--- src/rtl/aes_job_arbiter.sv ---
// aes_job_arbiter: two-requester front end for a single AES core.
// Picks one pending job, latches its mode/key/text onto the core buses,
// starts the core and waits for completion with a bounded timer. It then
// returns the result, or an error on timeout, to the requester that owns the job.
//
// Handshake: a requester holds reqN high with its job inputs stable until
// gntN pulses. The inputs are captured on the edge that raises gntN, so they
// may change freely afterwards. core_start is a one-cycle strobe. The core
// answers with a one-cycle core_done, and core_text_out is valid in that cycle.
// rsp_validN is a one-cycle strobe, and rsp_err qualifies it. rsp_data holds
// its value until the next response.
module aes_job_arbiter #(
  parameter logic [15:0] TIMEOUT = 16'd1024
) (
  input  logic         clk,
  input  logic         reset_n,
  input  logic         req0,
  input  logic         req1,
  input  logic [2:0]   mode0,
  input  logic [2:0]   mode1,
  input  logic [255:0] key0,
  input  logic [255:0] key1,
  input  logic [127:0] text0,
  input  logic [127:0] text1,
  output logic         gnt0,
  output logic         gnt1,
  output logic         core_start,
  output logic [2:0]   core_mode,
  output logic [255:0] core_key,
  output logic [127:0] core_text,
  input  logic         core_done,
  input  logic [127:0] core_text_out,
  output logic         rsp_valid0,
  output logic         rsp_valid1,
  output logic [127:0] rsp_data,
  output logic         rsp_err,
  output logic         busy,
  output logic [1:0]   dbg_state_o
);

  typedef enum logic [1:0] {
    S_IDLE  = 2'd0,
    S_START = 2'd1,
    S_WAIT  = 2'd2,
    S_RESP  = 2'd3
  } state_e;

  state_e         state_q, state_d;
  logic           rr_q, rr_d;          // 1 = requester 1 wins the next tie
  logic           owner_q, owner_d;    // requester that owns the job in flight
  logic [15:0]    timer_q, timer_d;
  logic [1:0]     gnt_q, gnt_d;
  logic           start_q, start_d;
  logic [2:0]     mode_q, mode_d;
  logic [255:0]   key_q, key_d;
  logic [127:0]   text_q, text_d;
  logic [1:0]     rsp_valid_q, rsp_valid_d;
  logic [127:0]   rsp_data_q, rsp_data_d;
  logic           rsp_err_q, rsp_err_d;
  logic           pick;

  // State register and all registered outputs; reset clears everything.
  always_ff @(posedge clk or negedge reset_n) begin
    if (!reset_n) begin
      state_q     <= S_IDLE;
      rr_q        <= 1'b0;
      owner_q     <= 1'b0;
      timer_q     <= 16'd0;
      gnt_q       <= 2'b00;
      start_q     <= 1'b0;
      mode_q      <= 3'd0;
      key_q       <= 256'd0;
      text_q      <= 128'd0;
      rsp_valid_q <= 2'b00;
      rsp_data_q  <= 128'd0;
      rsp_err_q   <= 1'b0;
    end else begin
      state_q     <= state_d;
      rr_q        <= rr_d;
      owner_q     <= owner_d;
      timer_q     <= timer_d;
      gnt_q       <= gnt_d;
      start_q     <= start_d;
      mode_q      <= mode_d;
      key_q       <= key_d;
      text_q      <= text_d;
      rsp_valid_q <= rsp_valid_d;
      rsp_data_q  <= rsp_data_d;
      rsp_err_q   <= rsp_err_d;
    end
  end

  // Next-state logic: arbitration, core start, bounded wait and response.
  always_comb begin
    state_d     = state_q;
    rr_d        = rr_q;
    owner_d     = owner_q;
    timer_d     = timer_q;
    gnt_d       = 2'b00;
    start_d     = 1'b0;
    mode_d      = mode_q;
    key_d       = key_q;
    text_d      = text_q;
    rsp_valid_d = 2'b00;
    rsp_data_d  = rsp_data_q;
    rsp_err_d   = rsp_err_q;
    pick        = 1'b0;

    unique case (state_q)
      S_IDLE: begin
        if (req0 || req1) begin
          // A lone requester always wins; a tie goes to the round-robin favourite.
          pick        = (req0 && req1) ? rr_q : req1;
          owner_d     = pick;
          gnt_d[pick] = 1'b1;
          mode_d      = pick ? mode1 : mode0;
          key_d       = pick ? key1  : key0;
          text_d      = pick ? text1 : text0;
          state_d     = S_START;
        end
      end
      S_START: begin
        start_d = 1'b1;
        timer_d = 16'd0;
        state_d = S_WAIT;
      end
      S_WAIT: begin
        if (timer_q != TIMEOUT) begin
          timer_d = timer_q + 16'd1;
        end
        // A completion on the last allowed cycle still counts as success.
        if (core_done) begin
          rsp_data_d           = core_text_out;
          rsp_err_d            = 1'b0;
          rsp_valid_d[owner_q] = 1'b1;
          state_d              = S_RESP;
        end else if (timer_q == TIMEOUT - 16'd1) begin
          rsp_data_d           = 128'd0;
          rsp_err_d            = 1'b1;
          rsp_valid_d[owner_q] = 1'b1;
          state_d              = S_RESP;
        end
      end
      S_RESP: begin
        rr_d    = ~owner_q;
        state_d = S_IDLE;
      end
      default: state_d = S_IDLE;
    endcase
  end

  assign gnt0        = gnt_q[0];
  assign gnt1        = gnt_q[1];
  assign core_start  = start_q;
  assign core_mode   = mode_q;
  assign core_key    = key_q;
  assign core_text   = text_q;
  assign rsp_valid0  = rsp_valid_q[0];
  assign rsp_valid1  = rsp_valid_q[1];
  assign rsp_data    = rsp_data_q;
  assign rsp_err     = rsp_err_q;
  assign busy        = (state_q != S_IDLE);
  assign dbg_state_o = state_q;

endmodule

--- config.mk ---
export PLATFORM = sky130hd
export DESIGN_NAME = aes_job_arbiter
export DESIGN_NICKNAME = d
export VERILOG_FILES = /design/src/rtl/aes_job_arbiter.sv
export SDC_FILE = /design/constraint.sdc
export NUM_CORES = 1
export LEC_CHECK = 0
export ABC_AREA = 1
export CAP_MARGIN = 20
export CELL_PAD_IN_SITES_DETAIL_PLACEMENT = 0
export CELL_PAD_IN_SITES_GLOBAL_PLACEMENT = 1
export CORE_AREA = 2 2 552 554
export DETAILED_ROUTE_END_ITERATION = 8
export DIE_AREA = 0 0 554 556
export PLACE_DENSITY = 0.36
export SLEW_MARGIN = 15
export SYNTH_ARGS = -nofsm -noshare
export SYNTH_HDL_FRONTEND = slang
export SYNTH_SLANG_ARGS = --single-unit
export TNS_END_PERCENT = 20
--- constraint.sdc ---
create_clock -name clk -period 2.4 [get_ports clk]
set_input_delay 0.72 -clock clk [delete_from_list [all_inputs] [get_ports clk]]
set_output_delay 0.72 -clock clk [all_outputs]
set_load 0.01 [all_outputs]
# --- After elaboration in Yosys (flattened, before gate mapping) ---
# Index checks and enable logic that the tools add are counted.
totals:
  input_bits: 907
  ff_bits: 541
  output_inout_bits: 524
op_classes:
  n_lt_le_gt_ge: 4
  bitwise: 1
  eq_ne: 8
  reduce_logical: 12
  n_mux: 24
  n_addsub: 1
op_table:
  columns: ["operator", "n"]
  rows:
  - ["$mux W128", 3]
  - ["$mux W256", 1]
  - ["$pmux W16 S2", 1]
  - ["$add A16 B1 Y16 const B", 1]
  - ["$eq A16 B10 Y1 const B", 1]
  - ["$mux W16", 1]
  - ["$mux W2", 8]
  - ["$ne A16 B11 Y1 const B", 1]
  - ["$pmux W2 S4", 1]
  - ["$reduce_and A2 Y1", 4]
  - ["$mux W1", 6]
  - ["$reduce_bool A2 Y1", 3]
  - ["$eq A2 B2 Y1 const B", 2]
  - ["$lt A1 B2 Y1 const B", 2]
  - ["$ne A2 B2 Y1 const B", 2]
  - ["$logic_and A1 B1 Y1", 3]
  - ["$mux W3", 1]
  - ["$ne A3 B3 Y1 const B", 1]
  - ["$demux W1 S1", 2]
  - ["$eq A2 B1 Y1 const B", 1]
  - ["$ge A1 B1 Y1 const B", 2]
  - ["$logic_not A2 Y1", 1]
  - ["$logic_or A1 B1 Y1", 1]
  - ["$not A1 Y1", 1]

# --- Longest topological paths before layout ---
depth:
  ltp_word: 8
  mapped_depth: 11
  mapped_depth_nobuf: 9

# --- Least setup slack after synthesis ---
# OpenSTA, ideal clock, no wires.
synth_path:
  path_type: "register to register"
  start: "reg state_q[0], in the netlist dbg_state_o[0]"
  end: "reg key_q[0], in the netlist core_key[0]"
  path_stages_with_launch: 11
  t_arrival_ns: 1.688
  synth_period_minus_slack_ns: 1.756
  path_buffers: 2
  setup_time_ns: 0.069
  required_time_ns: 2.331
  setup_slack_ns: 0.644
  cell_sequence: "dfrtp_1 -> inv_1 -> ha_1 -> inv_1 -> nor2_4 -> nand2_1 -> inv_2 -> buf_4 -> clkbuf_1 -> nand2_1 -> nand3_1"
synth_via:
  elab_chain_len: 2
synth_rtl:
  columns: ["element", "line_no", "rtl"]
  rows:
  - ["from (decl)", "48", "state_e state_q, state_d;"]
  - ["from (signal assigned)", "78", "state_q <= state_d;"]
  - ["$logic_not A2 Y1", "109", "unique case (state_q)"]
  - ["$reduce_and A2 Y1 (no source line)", null, null]
  - ["to (signal assigned)", "85", "key_q <= key_d;"]
  - ["to (decl)", "55", "logic [255:0] key_q, key_d;"]
# No other way between the ends.
# A chain may end at the register's enable or synchronous reset.

# --- Final worst setup path ---
layout_path:
  start: "reg state_q[1], in the netlist dbg_state_o[1]"
  end: "out busy"
layout_via:
  elab_chain_len: 1
layout_rtl:
  columns: ["element", "line_no", "rtl"]
  rows:
  - ["$reduce_bool A2 Y1", "162", "assign busy = (state_q != S_IDLE);"]
  - ["to (decl)", "37", "output logic busy,"]
# No other way between the ends.

==> impl_metrics.json <==
{
  "firstDrtPassIters": 7,
  "cts.sinks": 541,
  "synth_area_leaders": "dfrtp_1, nand2_1, nand3_1",
  "post-route-period-util_pct": 97.2,
  "synthArstFlopShare_pct": 100,
  "synth_top_cell_area_share_pct": 58.8,
  "arrival_ns": 1.61,
  "muxShareOfSynthArea_pct": 0,
  "max_slew.worst_pin.slew_ns": 0.552,
  "die_area_um2": 308000,
  "power.total_mw": 53.9,
  "synth_common_cells": "nand2_1, dfrtp_1, nand3_1, buf_2, o21ai_0",
  "antenna_found_initial": 126,
  "dpl-instance-area_um2": 43900,
  "cp_slowest_cell": "dfrtp_1",
  "net-switching-power_mw": 22.5,
  "timing.slew.headroom_pct": 63.2,
  "die_y_um": 556,
  "power_density_nw_per_um2": 1170,
  "status": "completed",
  "num_rows": 202,
  "drtIter0Drc": 1318,
  "synth_edf_count": 0,
  "seqPwrFrac_pct": 30.6,
  "yosysTopAreaCell": "dfrtp_1",
  "routabilityCongestion": 0.836,
  "cp_max_fo": 3,
  "setup_viol_count_final": 0,
  "syn-num-nets": 3743,
  "yosysSeqAreaShare_pct": 58.8,
  "drive_above_1_share_pct": 9.53,
  "netlist_instances": 2829,
  "area_growth_syn_to_layout_pct": 101,
  "grt_usage_pct": 12.4,
  "skew_ns": 0.0512,
  "synth_xor_xnor_area_share_pct": 0,
  "yosysWarningCount": 0,
  "die_x_um": 554,
  "grt_max_degree": 72,
  "crit_path_cell_trace": "inv_2 -> ha_4 -> inv_6 -> buf_6",
  "max-cap-violations": 0,
  "crit_path_max_incr_delay_ns": 0.38,
  "wl_um": 198000,
  "grt_pass1_wl_um": 262000,
  "period_minus_slack_ns": 2.33,
  "cts_tree": "built",
  "p_clk_share_pct": 23.8,
  "ys_ff_latch": 541,
  "drc": 0,
  "cts.clk_slew.worst_paths_ns": 0.05,
  "fill_cells": 34400,
  "htreeDepth": 3,
  "fmax_mhz": 428,
  "coreArea_um2": 302000,
  "grt_pass1_vias": 27900,
  "clockBufferDepth": 4,
  "grt.overflow.total": 0,
  "ys.flop_type": "dfrtp_1",
  "place.port_buffers": 1430,
  "synthAdderAreaFrac_pct": 0.380,
  "finalNetCount": 5336,
  "wl_per_cell_um": 23.3,
  "cts-root-buf": "clkbuf_16",
  "synth.distinct_cells": 24,
  "synth.most_common_cell": "nand2_1",
  "avgSynthCellArea_um2": 8.14,
  "design_area_um2": 46300,
  "power.internal_mw": 31.4,
  "sw_frac_of_total_pct": 41.7,
  "cts_inserted_buffers": 88,
  "hpwl_um": 166000,
  "synth_top_family_by_area": "simple AND/OR/NAND/NOR gates",
  "finalMaxSlewViolations": 0,
  "hold_path_class": "in2async",
  "startpoint_type": "flop",
  "finalHoldViolations": 0,
  "leakage_nw": 20.8,
  "whs_ns": 0.425,
  "rsz0062_at_grt": "true",
  "ir_drop_uv": 576,
  "synth-compound-area-share_pct": 1.65,
  "criticalPathCategory": "reg2out",
  "vias": 26300,
  "io_pins": 1431,
  "ant_nets": 0,
  "cp.required_ns": 1.68,
  "syn_area_um2": 23000,
  "end_kind": "output port",
  "synthSimpleGateAreaFrac_pct": 35.3,
  "p_comb_share_pct": 45.6,
  "viasPerCell": 3.10,
  "clk_latency_ns": 0.78,
  "start_util_pct": 7.62
}
power groups by stage:
stage | clock (mW) | sequential [mW] | combinational [mW]
floorplan | 0 | 17.8 | 7.47
global placement | 0 | 16.8 | 28.3
detailed placement | 0 | 16.8 | 28.1
CTS | 13.5 | 16.6 | 25.4
global route | 13.7 | 17.1 | 27.1
finish | 12.8 | 16.5 | 24.6
sequential cells by signal, summed over array words and instances (netlist names):
signal,cells
core_mode,3
owner_q,1
rsp_valid_q,2
timer_q,16
rsp_err,1
core_text,128
rr_q,1
core_start,1
dbg_state_o,2
core_key,256
gnt_q,2
rsp_data,128
worst max-delay path: cells and delay by family (launching register included):
family	cells	cell delay, ns
adders and majority gates	1	0.17
buffers and inverters	3	0.28
DFF	1	0.38
per-layer routing:
layer  share of wire (%)  global-route usage (%)
met1                  40                    14.5
met2                  47                    21.0
met3                 9.9                    5.33
met4                 1.9                    2.45
met5                0.28                       0
kinds of logic (layout without fill, tap and decap cells):
family	after synthesis	after routing
compound gates	74	74
fa+ha+maj	7	7
buf+inv	187	1838
flops	541	541
other cells	0	34
simple gates	2020	2020
layout by cell type (no fill, tap or decap), types with 2 or more instances in the layout:
master,count
clkbuf_16,89
inv_1,18
o21ai_0,70
clkdlybuf4s15_1,12
nor2_1,58
nor3_1,2
dfrtp_1,518
dlygate4sd2_1,485
clkbuf_1,23
bufinv_16,3
clkdlybuf4s15_2,17
nand4_1,6
or2_2,3
inv_2,3
buf_4,186
nand3_1,395
clkbuf_8,17
buf_2,2
inv_6,4
ha_1,6
nor2_4,2
buf_12,54
diode_2,34
nand2_1,1549
o21bai_1,2
clkdlybuf4s50_1,905
dfrtp_2,23
clkinv_2,13
inv_8,3
metrics by stage:
stage | util (%) | setup TNS [ns] | std cells | setup WS, ns
6_report | 15.3 | 0 | 8492 | 0.0662
5_1_grt | 15.3 | -0.0310 | 8462 | -0.0310
4_1_cts | 15.3 | -0.153 | 8454 | -0.153
3_5_place_dp | 14.5 | -166.06 | 8305 | -0.674
3_3_place_gp | 14.5 | -165.91 | 8305 | -0.679
2_1_floorplan | - | 0 | 2829 | 0.644
area by class of cell:
cell class              count  area (µm²)  share of cell area [%]
inverters                  26         126                   0.273
repair buffers           1664       16100                    34.9
multi-input cells        2101        8620                    18.6
clock inverters            19         196                   0.425
clock buffers             129        2550                    5.51
diodes                     34        85.1                   0.184
flip-flops and latches    541       13600                    29.3
well taps                3978        4980                    10.8
timing repair:
item | CTS | global route
endpoints found under the hold margin | 7 | 0
setup buffers | 0 | 4
endpoints found under the setup margin | 518 | 2
gates resized for setup | 603 | 4
pin swaps | 0 | 1
hold buffers | 1 | 0
final timing paths:
kind,cells past startpoint,slack [ns],startpoint,to
max,4,0.07,dbg_state_o[1]$_DFFE_PN0P_,busy
min,2,0.42,reset_n,core_text[52]$_DFFE_PN0P_
max reg2reg,11,0.13,dbg_state_o[1]$_DFFE_PN0P_,core_text[84]$_DFFE_PN0P_
min reg2reg,1,0.46,owner_q$_DFFE_PN0P_,rsp_valid_q[0]$_DFF_PN0_
max in group asynchronous,3,0.99,reset_n,core_text[24]$_DFFE_PN0P_
min in group clk,1,0.46,owner_q$_DFFE_PN0P_,rsp_valid_q[0]$_DFF_PN0_
No activity file was read; power rests on OpenSTA's default activity.
